==> src/rtl/multi_cycle_pkg.sv <==
// Shared definitions for the multi-cycle CPU sequencer: state codes, display width
// and the instruction-class flags latched in ID.
package multi_cycle_pkg;

    localparam int unsigned STATE_W = 3;
    localparam int unsigned DISP_W  = 32;

    typedef enum logic [STATE_W-1:0] {
        ST_IF   = 3'd0,
        ST_ID   = 3'd1,
        ST_EXE  = 3'd2,
        ST_MEM  = 3'd3,
        ST_WB   = 3'd4,
        ST_HALT = 3'd5
    } state_e;

    typedef struct packed {
        logic rf_wen;
        logic mem_op;
        logic store;
    } iclass_t;

    // Zero-extended state code as shown on the board display.
    function automatic logic [DISP_W-1:0] display_code(input state_e s);
        return {{(DISP_W - STATE_W){1'b0}}, s};
    endfunction

endpackage

==> src/rtl/multi_cycle_ctrl_if.sv <==
// Handshake bundle between the sequencer (master) and the datapath/debug side (slave).
interface multi_cycle_ctrl_if #(
    parameter int unsigned CNT_W = 32
);
    import multi_cycle_pkg::*;

    logic id_jbr;
    logic id_rf_wen;
    logic id_mem_op;
    logic id_store;
    logic exe_busy;
    logic mem_ready;
    logic halt_req;
    logic step;

    logic IF_valid;
    logic ID_valid;
    logic EXE_valid;
    logic MEM_valid;
    logic WB_valid;
    logic ir_we;
    logic pc_we;
    logic dm_we_en;
    logic rf_we_en;
    logic retire;
    logic halted;
    logic [DISP_W-1:0] display_state;
    logic [CNT_W-1:0]  cycle_cnt;
    logic [CNT_W-1:0]  retire_cnt;

    modport master (
        input  id_jbr, id_rf_wen, id_mem_op, id_store,
        input  exe_busy, mem_ready, halt_req, step,
        output IF_valid, ID_valid, EXE_valid, MEM_valid, WB_valid,
        output ir_we, pc_we, dm_we_en, rf_we_en, retire, halted,
        output display_state, cycle_cnt, retire_cnt
    );

    modport slave (
        output id_jbr, id_rf_wen, id_mem_op, id_store,
        output exe_busy, mem_ready, halt_req, step,
        input  IF_valid, ID_valid, EXE_valid, MEM_valid, WB_valid,
        input  ir_we, pc_we, dm_we_en, rf_we_en, retire, halted,
        input  display_state, cycle_cnt, retire_cnt
    );

endinterface

==> src/rtl/multi_cycle_ctrl_counters.sv <==
// Free-running cycle and retire counters; both wrap modulo 2^CNT_W.
module ctrl_counters #(
    parameter int unsigned CNT_W = 32
) (
    input  logic             clk,
    input  logic             reset,
    input  logic             cyc_en,
    input  logic             ret_en,
    output logic [CNT_W-1:0] cycle_cnt,
    output logic [CNT_W-1:0] retire_cnt
);

    logic [CNT_W-1:0] cyc_q, cyc_d;
    logic [CNT_W-1:0] ret_q, ret_d;

    always_comb begin
        cyc_d = cyc_q + CNT_W'(cyc_en);
        ret_d = ret_q + CNT_W'(ret_en);
    end

    always_ff @(posedge clk or posedge reset) begin
        if (reset) begin
            cyc_q <= '0;
            ret_q <= '0;
        end else begin
            cyc_q <= cyc_d;
            ret_q <= ret_d;
        end
    end

    assign cycle_cnt  = cyc_q;
    assign retire_cnt = ret_q;

endmodule

==> src/rtl/multi_cycle_ctrl.sv <==
// Main sequencer of the multi-cycle CPU: walks IF/ID/EXE/MEM/WB per instruction class,
// stalls on busy EXE and slow memory, and supports debug halt/single-step.
module multi_cycle_ctrl
    import multi_cycle_pkg::*;
#(
    parameter bit          SKIP_MEM = 1'b0,
    parameter int unsigned CNT_W    = 32
) (
    input  logic               clk,
    input  logic               reset,
    multi_cycle_ctrl_if.master bus
);

    state_e  state_q, state_d;
    iclass_t cls_q, cls_d;

    logic ir_we_c;
    logic dm_we_c;
    logic rf_we_c;
    logic retire_c;
    logic run_c;

    always_ff @(posedge clk or posedge reset) begin
        if (reset) begin
            state_q <= ST_IF;
            cls_q   <= '0;
        end else begin
            state_q <= state_d;
            cls_q   <= cls_d;
        end
    end

    // Next-state and strobe decode; strobes depend on the current state plus live stall inputs.
    always_comb begin
        state_d  = state_q;
        cls_d    = cls_q;
        ir_we_c  = 1'b0;
        dm_we_c  = 1'b0;
        rf_we_c  = 1'b0;
        retire_c = 1'b0;

        unique case (state_q)
            ST_IF: begin
                ir_we_c = 1'b1;
                state_d = ST_ID;
            end
            ST_ID: begin
                cls_d = '{rf_wen: bus.id_rf_wen, mem_op: bus.id_mem_op, store: bus.id_store};
                if (bus.id_jbr && !bus.id_rf_wen) begin
                    retire_c = 1'b1;
                end else begin
                    state_d = ST_EXE;
                end
            end
            ST_EXE: begin
                if (!bus.exe_busy) begin
                    if (cls_q.mem_op || (!SKIP_MEM && cls_q.rf_wen)) begin
                        state_d = ST_MEM;
                    end else if (cls_q.rf_wen) begin
                        state_d = ST_WB;
                    end else begin
                        retire_c = 1'b1;
                    end
                end
            end
            ST_MEM: begin
                // Non-memory ops only pass through for the fixed 5-cycle timing.
                if (!cls_q.mem_op) begin
                    state_d = ST_WB;
                end else if (bus.mem_ready) begin
                    if (cls_q.store) begin
                        dm_we_c  = 1'b1;
                        retire_c = 1'b1;
                    end else begin
                        state_d = ST_WB;
                    end
                end
            end
            ST_WB: begin
                rf_we_c  = 1'b1;
                retire_c = 1'b1;
            end
            ST_HALT: begin
                if (!bus.halt_req || bus.step) begin
                    state_d = ST_IF;
                end
            end
            default: begin
                state_d = ST_IF;
            end
        endcase

        // A step releases HALT for one instruction; its retire re-checks halt_req.
        if (retire_c) begin
            state_d = bus.halt_req ? ST_HALT : ST_IF;
        end
    end

    assign run_c = !reset;

    assign bus.IF_valid      = run_c && (state_q == ST_IF);
    assign bus.ID_valid      = run_c && (state_q == ST_ID);
    assign bus.EXE_valid     = run_c && (state_q == ST_EXE);
    assign bus.MEM_valid     = run_c && (state_q == ST_MEM);
    assign bus.WB_valid      = run_c && (state_q == ST_WB);
    assign bus.ir_we         = run_c && ir_we_c;
    assign bus.pc_we         = run_c && retire_c;
    assign bus.retire        = run_c && retire_c;
    assign bus.dm_we_en      = run_c && dm_we_c;
    assign bus.rf_we_en      = run_c && rf_we_c;
    assign bus.halted        = run_c && (state_q == ST_HALT);
    assign bus.display_state = display_code(state_q);

    ctrl_counters #(
        .CNT_W (CNT_W)
    ) u_counters (
        .clk        (clk),
        .reset      (reset),
        .cyc_en     (state_q != ST_HALT),
        .ret_en     (retire_c),
        .cycle_cnt  (bus.cycle_cnt),
        .retire_cnt (bus.retire_cnt)
    );

endmodule

==> src/flat_wrapper.sv <==
// flat-port wrapper written by rule: the top's interface ports become plain ports
module multi_cycle_ctrl_flat import multi_cycle_pkg::*;
#(
    parameter bit          SKIP_MEM = 1'b0,
    parameter int unsigned CNT_W    = 32
)
  (clk, reset, bus_id_jbr, bus_id_rf_wen, bus_id_mem_op, bus_id_store, bus_exe_busy, bus_mem_ready, bus_halt_req, bus_step, bus_IF_valid, bus_ID_valid, bus_EXE_valid, bus_MEM_valid, bus_WB_valid, bus_ir_we, bus_pc_we, bus_dm_we_en, bus_rf_we_en, bus_retire, bus_halted, bus_display_state, bus_cycle_cnt, bus_retire_cnt);
  multi_cycle_ctrl_if #(.CNT_W(CNT_W)) bus_i ();
  input  logic clk;
  input  logic reset;
  input wire logic [$bits(bus_i.id_jbr)-1:0] bus_id_jbr;
  input wire logic [$bits(bus_i.id_rf_wen)-1:0] bus_id_rf_wen;
  input wire logic [$bits(bus_i.id_mem_op)-1:0] bus_id_mem_op;
  input wire logic [$bits(bus_i.id_store)-1:0] bus_id_store;
  input wire logic [$bits(bus_i.exe_busy)-1:0] bus_exe_busy;
  input wire logic [$bits(bus_i.mem_ready)-1:0] bus_mem_ready;
  input wire logic [$bits(bus_i.halt_req)-1:0] bus_halt_req;
  input wire logic [$bits(bus_i.step)-1:0] bus_step;
  output wire logic [$bits(bus_i.IF_valid)-1:0] bus_IF_valid;
  output wire logic [$bits(bus_i.ID_valid)-1:0] bus_ID_valid;
  output wire logic [$bits(bus_i.EXE_valid)-1:0] bus_EXE_valid;
  output wire logic [$bits(bus_i.MEM_valid)-1:0] bus_MEM_valid;
  output wire logic [$bits(bus_i.WB_valid)-1:0] bus_WB_valid;
  output wire logic [$bits(bus_i.ir_we)-1:0] bus_ir_we;
  output wire logic [$bits(bus_i.pc_we)-1:0] bus_pc_we;
  output wire logic [$bits(bus_i.dm_we_en)-1:0] bus_dm_we_en;
  output wire logic [$bits(bus_i.rf_we_en)-1:0] bus_rf_we_en;
  output wire logic [$bits(bus_i.retire)-1:0] bus_retire;
  output wire logic [$bits(bus_i.halted)-1:0] bus_halted;
  output wire logic [$bits(bus_i.display_state)-1:0] bus_display_state;
  output wire logic [$bits(bus_i.cycle_cnt)-1:0] bus_cycle_cnt;
  output wire logic [$bits(bus_i.retire_cnt)-1:0] bus_retire_cnt;
  assign bus_i.id_jbr = bus_id_jbr;
  assign bus_i.id_rf_wen = bus_id_rf_wen;
  assign bus_i.id_mem_op = bus_id_mem_op;
  assign bus_i.id_store = bus_id_store;
  assign bus_i.exe_busy = bus_exe_busy;
  assign bus_i.mem_ready = bus_mem_ready;
  assign bus_i.halt_req = bus_halt_req;
  assign bus_i.step = bus_step;
  assign bus_IF_valid = bus_i.IF_valid;
  assign bus_ID_valid = bus_i.ID_valid;
  assign bus_EXE_valid = bus_i.EXE_valid;
  assign bus_MEM_valid = bus_i.MEM_valid;
  assign bus_WB_valid = bus_i.WB_valid;
  assign bus_ir_we = bus_i.ir_we;
  assign bus_pc_we = bus_i.pc_we;
  assign bus_dm_we_en = bus_i.dm_we_en;
  assign bus_rf_we_en = bus_i.rf_we_en;
  assign bus_retire = bus_i.retire;
  assign bus_halted = bus_i.halted;
  assign bus_display_state = bus_i.display_state;
  assign bus_cycle_cnt = bus_i.cycle_cnt;
  assign bus_retire_cnt = bus_i.retire_cnt;
  multi_cycle_ctrl #(.SKIP_MEM(SKIP_MEM), .CNT_W(CNT_W)) u_core (.clk(clk), .reset(reset), .bus(bus_i));
endmodule
==> config.mk <==
export PLATFORM = sky130hd
export DESIGN_NAME = multi_cycle_ctrl_flat
export DESIGN_NICKNAME = d
export VERILOG_FILES = /design/src/rtl/multi_cycle_pkg.sv /design/src/rtl/multi_cycle_ctrl_if.sv /design/src/rtl/multi_cycle_ctrl_counters.sv /design/src/rtl/multi_cycle_ctrl.sv /design/src/flat_wrapper.sv
export SDC_FILE = /design/constraint.sdc
export NUM_CORES = 1
export LEC_CHECK = 0
export CORE_MARGIN = 8
export CORE_UTILIZATION = 41
export CTS_CLUSTER_SIZE = 30
export DETAILED_ROUTE_END_ITERATION = 12
export PLACE_DENSITY = 0.74
export SETUP_SLACK_MARGIN = 0.5
export SYNTH_ARGS = -nofsm -noshare
export SYNTH_HDL_FRONTEND = slang
export SYNTH_SLANG_ARGS = --single-unit
export TNS_END_PERCENT = 5
==> constraint.sdc <==
create_clock -name clk -period 4.5 [get_ports clk]
set_clock_uncertainty 0.05 [all_clocks]
set_input_delay 1.35 -clock clk [delete_from_list [all_inputs] [get_ports clk]]
set_output_delay 1.35 -clock clk [all_outputs]
set_load 0.02 [all_outputs]
==> flow_metrics.py, run 1 <==
metrics = {
    "hold_path": {
        "min_path_type": "flop to flop",
        "hold_depth": 1,
        "min_to": "u_core.u_counters.cycle_cnt[31]$_DFF_PP0_",
        "worstHoldStart": "u_core.u_counters.cycle_cnt[31]$_DFF_PP0_",
    },
    "clocking": {
        "cts_buffers": 9,
        "h-tree-depth": 3,
        "clock_latency_ns": 0.34,
        "cts_tree": "built",
        "root_buffer": "clkbuf_8",
        "cts.sink_count": 70,
        "path_clk_slew_ns": 0.07,
        "clockBufferDepth": 2,
    },
    "timing": {
        "rsz0062_at_grt": "true",
        "finalSetupViolations": 0,
        "layout_setup_ws_ns": 0.4722,
        "hold_viol_final": 0,
        "holdWs_ns": 0.4187,
        "slew_headroom_pct": 49.22,
        "maxSlewViolCount": 0,
        "max_slew.worst_pin.slew_ns": 0.7617,
        "fin_crit_ns": 4.028,
        "max_freq_mhz": 248.3,
        "min_period_over_period_pct": 89.51,
    },
    "detailed_routing": {
        "drc": 0,
        "firstDrtPassIters": 6,
        "vias": 2464,
        "wl_per_cell_um": 14.63,
        "drt_iter0_markers": 74,
        "drt-total-wl_um": 7477,
        "ant_nets": 0,
        "via_per_inst": 4.822,
    },
    "placement": {
        "dp_slack_ns": 0.0001792,
        "place_congestion": 0.8651,
        "placedCellCount": 494,
        "dp_hpwl_um": 5616,
        "numPortBuffers": 87,
    },
    "setup_path": {
        "cp_slowest_cell": "clkdlybuf4s50_1",
        "startpoint_type": "input port",
        "worstPathRequired_ns": 3.10,
        "critical_path.max_stage_delay_ns": 0.67,
        "crit_fanout": 6,
        "path_class": "input port to output pin",
        "r2r_start": "u_core.state_q[0]$_DFFE_PP0P_",
        "r2r_slack_ns": 1.39,
        "path_cells": "dlygate4sd2_1 -> nor3b_1 -> clkdlybuf4s50_1",
        "reg2regPathDepth": 10,
        "rr_endpoint": "u_core.u_counters.retire_cnt[20]$_DFF_PP0_",
        "arrival_ns": 2.63,
        "cp-end-kind": "output pin",
    },
    "status": {
        "outcome": "complete, no violations",
    },
    "power": {
        "p_leak_nw": 2.014,
        "power_density_mw_per_mm2": 428.1,
        "total_power_mw": 1.931,
        "max-vdd-ir-drop_uv": 380.4,
    },
    "floorplan": {
        "rows": 33,
        "initial_core_util_pct": 41.90,
        "fp.coreArea_mm2": 0.008175,
        "die_area_mm2": 0.01154,
        "io_pins": 117,
        "die_h_um": 107.4,
        "die_w_um": 107.4,
    },
    "grt": {
        "first_global_vias": 2524,
        "antenna_found_initial": 0,
        "grt_pass1_wl_um": 12180,
        "grt_max_degree": 61,
        "grt_remaining_overflow": 0,
        "grt_use_total_pct": 13.05,
    },
    "logic_synthesis": {
        "synthArstFlopShare_pct": 100.0,
        "ys_warn_count": 0,
        "syn-cell-area_mm2": 0.003426,
        "postSynthAreaPerCell_um2": 11.20,
        "synthTopCellsByCount": "dfrtp_1 (70), xnor2_1 (47), buf_4 (34)",
        "netlist_instances": 306,
        "synth_top_area_cell": "dfrtp_1",
        "yosysUniqueCellTypes": 38,
        "synth_top_area_share_pct": 51.13,
        "ys.flop_type": "dfrtp_1",
        "ys_seq_elements": 70,
        "yosys-top-cells-area": "dfrtp_1 (51%), xnor2_1 (12%), buf_4 (7.5%)",
        "synth_edf_count": 0,
        "synth.most_common_cell": "dfrtp_1",
        "synth_seq_area_share_pct": 51.13,
    },
    "layout": {
        "synthToLayoutAreaGrowth_pct": 31.70,
        "nets": 416,
        "diodes": 0,
        "layout-drive-gt1-share_pct": 8.374,
        "postLayoutCoreUtil_pct": 55.19,
        "final_cells": 511,
    },
    "run": {
        "cap_violations": 0,
    },
}
==> report_power, final <==
group | total [mW] | leakage, nW | switching (mW) | internal (mW)
clock network | 0.528 | 0.0994 | 0.219 | 0.309
registers | 0.841 | 0.945 | 0.125 | 0.715
logic | 0.563 | 0.970 | 0.299 | 0.264
total | 1.93 | 2.01 | 0.643 | 1.29
==> worst max-delay path, delay by kind of cell <==
kind | cells | cell delay, ns
buffers and inverters | 2 | 0.99
and+or+nand+nor | 1 | 0.29
==> through the flow <==
step / instance area [um2] / TNS [ns]
finish: 4512 / 0
detailed placement: 4305 / 0
global placement: 4305 / -0.03074
floorplan: 3537 / 0
CTS: 4494 / 0
global route: 4512 / 0
==> how the worst max path moves through the flow <==
stage,startpoint,to,slack [ns]
finish,reset,bus_rf_we_en,0.47
global route,bus_exe_busy,bus_retire,0.42
CTS,bus_exe_busy,bus_retire,0.44
detailed placement,bus_exe_busy,bus_retire,0.0002
global placement,bus_exe_busy,bus_retire,-0.02
floorplan,reset,bus_retire,0.17
==> cell usage in the layout, fill, tap and decap left out, drive strengths merged, types with 6 or more instances in the layout <==
cell / Yosys / final
nand4: 16 / 16
and4: 7 / 7
xor2: 13 / 13
dfrtp: 70 / 70
buf: 35 / 8
xnor2: 47 / 47
clkbuf: 1 / 11
nand2: 22 / 22
nor2: 16 / 16
nor4: 6 / 6
clkdlybuf4s50: 0 / 80
conb: 1 / 29
nand3: 26 / 26
and3: 9 / 9
==> cell families after synthesis <==
group / count (synthesis) / synth area share (%)
and+or+nand+nor: 115 / 20.31
DFF: 70 / 51.13
xor gates and xnor gates: 60 / 15.34
buffers and inverters: 42 / 8.363
AOI/OAI and AO/OA: 11 / 2.301
adders and majority gates: 4 / 1.461
muxes: 3 / 0.9861
other: 1 / 0.1095
==> sequential cells by signal, indices dropped and copies added, names as in the netlist <==
signal and flops:
u_core.u_counters.cycle_cnt 32, u_core.u_counters.retire_cnt 32, u_core.cls_q 3, u_core.state_q 3
==> metal layers <==
metal  global-route usage [%]  wire (um)  vias up
li1                         -          -     1177
met1                    14.04       3078     1200
met2                    23.39       3748       75
met3                    4.431        539       12
met4                    4.361        111        0
met5                        0          0        -
==> timing repair <==
item	in CTS	in global routing
resized for setup	12	1
hold buffers	0	0
setup buffers	0	2
endpoints found under the setup margin	11	9
pin swaps	1	2
==> final cells by class <==
| type | instances | area, um2 |
|---|---|---|
| repair buffers | 93 | 903.4 |
| clock inverters | 4 | 72.57 |
| flip-flops and latches | 70 | 1752 |
| fillers | 745 | 3664 |
| inverters | 6 | 26.28 |
| clock buffers | 11 | 131.4 |
| multi-input cells | 222 | 1495 |
| well taps | 105 | 131.4 |
No activity file was read; power rests on OpenSTA's default activity.
==> run 2: changes to the inputs <==
GPL_ROUTABILITY_DRIVEN = 0   (was unset)
==> results of run 2 <==
No change in the layout: final DEF, timing and power equal those of run 1.
==> run 3: changes to the inputs <==
CORE_MARGIN = 5   (was 8)
==> flow_metrics.py, run 3 (synthesis gave the netlist of run 1 again) <==
metrics = {
    "grt": {
        "first_global_vias": 2441,
        "grt_pass1_wl_um": 11720,
        "grt_use_total_pct": 14.25,
        "grt_remaining_overflow": 0,
        "grt_max_degree": 66,
        "antenna_found_initial": 0,
    },
    "clocking": {
        "h-tree-depth": 3,
        "cts_buffers": 9,
        "postCtsHoldBufs": 0,
        "path_clk_slew_ns": 0.07,
        "clock_latency_ns": 0.34,
        "root_buffer": "clkbuf_8",
        "cts_tree": "built",
        "cts.sink_count": 70,
        "clockBufferDepth": 2,
    },
    "hold_path": {
        "min_path_type": "flop to flop",
        "hold_depth": 1,
    },
    "setup_path": {
        "arrival_ns": 2.65,
        "path_class": "input port to output pin",
        "worstPathRequired_ns": 3.10,
        "startpoint_type": "input port",
        "cp-end-kind": "output pin",
        "crit_fanout": 2,
        "reg2regPathDepth": 10,
    },
    "layout": {
        "nets": 415,
        "multi_input_area_mm2": 0.001506,
        "synthToLayoutAreaGrowth_pct": 33.78,
        "layout-drive-gt1-share_pct": 9.360,
        "mostFrequentLayoutCell": "clkdlybuf4s50_1",
        "layout_common_cells": "clkdlybuf4s50_1 (81), dfrtp_1 (70), xnor2_1 (47)",
        "regArea_mm2": 0.001752,
        "fillers": 746,
        "diodes": 0,
        "fin_area_mm2": 0.004583,
    },
    "detailed_routing": {
        "via_per_inst": 4.836,
        "vias": 2471,
        "ant_nets": 0,
        "drc": 0,
        "drt_iter0_markers": 60,
        "drt-total-wl_um": 7220,
        "wl_per_cell_um": 14.13,
        "firstDrtPassIters": 4,
    },
    "floorplan": {
        "die_w_um": 101.4,
        "die_area_mm2": 0.01028,
        "io_pins": 117,
        "die_h_um": 101.4,
        "fp.coreArea_mm2": 0.008175,
        "initial_core_util_pct": 41.90,
        "rows": 33,
    },
    "timing": {
        "fin_crit_ns": 4.048,
        "max_slew.worst_pin.slew_ns": 0.8170,
        "hold_viol_final": 0,
        "finalSetupViolations": 0,
        "min_period_over_period_pct": 89.94,
        "holdWs_ns": 0.4201,
        "maxSlewViolCount": 0,
        "max_freq_mhz": 247.1,
        "timing.setup.tns_ns": 0,
        "rsz0062_at_grt": "true",
        "slew_headroom_pct": 45.54,
    },
    "power": {
        "max-vdd-ir-drop_uv": 331.4,
        "switchingPower_mw": 0.6557,
        "p_leak_nw": 2.033,
        "clockPowerShare_pct": 32.4,
        "seq_power_share_pct": 40.4,
        "total_power_mw": 2.078,
        "power_density_mw_per_mm2": 453.4,
        "p_int_mw": 1.422,
        "swShare_pct": 31.55,
        "p_comb_share_pct": 27.2,
    },
    "placement": {
        "numPortBuffers": 87,
        "dp_hpwl_um": 5392,
        "place_area_mm2": 0.004305,
    },
    "status": {
        "outcome": "complete, no violations",
    },
    "run": {
        "cap_violations": 0,
    },
}
-- run 3: stage by stage --
step / setup slack, ns / instances / util, %
4_1_cts: 0.2144 / 511 / 55.98
3_3_place_gp: -0.03159 / 494 / 52.66
5_1_grt: 0.3373 / 511 / 56.06
6_report: 0.4525 / 511 / 56.06
2_1_floorplan: 0.1716 / 334 / -
3_5_place_dp: -0.02017 / 494 / 52.66
-- run 3: worst max-delay path, cell delays in order --
cell and delay [ns]:
clkdlybuf4s50_1 0.43, nor4_1 0.23, a41oi_1 0.08, o22ai_2 0.22, and2_4 0.18, clkbuf_2 0.16
-- run 3: layout make-up --
cell class	count	share of cell area, %
well taps	105	2.867
multi-input cells	222	32.87
clock inverters	6	2.894
flip-flops and latches	70	38.22
repair buffers	92	19.57
clock buffers	10	3.003
inverters	6	0.5733
-- run 3: per-layer routing --
metal  track usage [%]  up-vias  routed length [um]
met5                 0        -                   0
met4             6.544        0                 155
met3             3.168       15                 392
met2             23.54       76                3612
met1             17.80     1199                3059
li1                  -     1181                   -
-- run 3: repair_timing --
| item | CTS | global route |
|---|---|---|
| buffers inserted | 1 | 0 |
| pin swaps | 0 | 0 |
| setup endpoints to repair | 11 | 17 |
| resized for setup | 5 | 7 |
-- run 3: worst paths after layout --
kind,startpoint,end,slack [ns]
worst max register to register,u_core.state_q[0]$_DFFE_PP0P_,u_core.u_counters.retire_cnt[20]$_DFF_PP0_,1.58
worst min register to register,u_core.u_counters.cycle_cnt[31]$_DFF_PP0_,u_core.u_counters.cycle_cnt[31]$_DFF_PP0_,0.42
worst min-delay path,u_core.u_counters.cycle_cnt[31]$_DFF_PP0_,u_core.u_counters.cycle_cnt[31]$_DFF_PP0_,0.42
max in group asynchronous,reset,u_core.u_counters.cycle_cnt[23]$_DFF_PP0_,2.31
worst max-delay path,bus_exe_busy,bus_pc_we,0.45
min in group asynchronous,reset,u_core.cls_q[1]$_DFFE_PP0N_,1.09
-- run 3: power groups by stage --
stage | registers, mW | clock network, mW | logic [mW]
2_1_floorplan | 0.891 | 0 | 0.296
3_3_place_gp | 0.845 | 0 | 0.562
3_5_place_dp | 0.847 | 0 | 0.574
4_1_cts | 0.836 | 0.690 | 0.569
5_1_grt | 0.859 | 0.711 | 0.610
6_report | 0.840 | 0.673 | 0.564
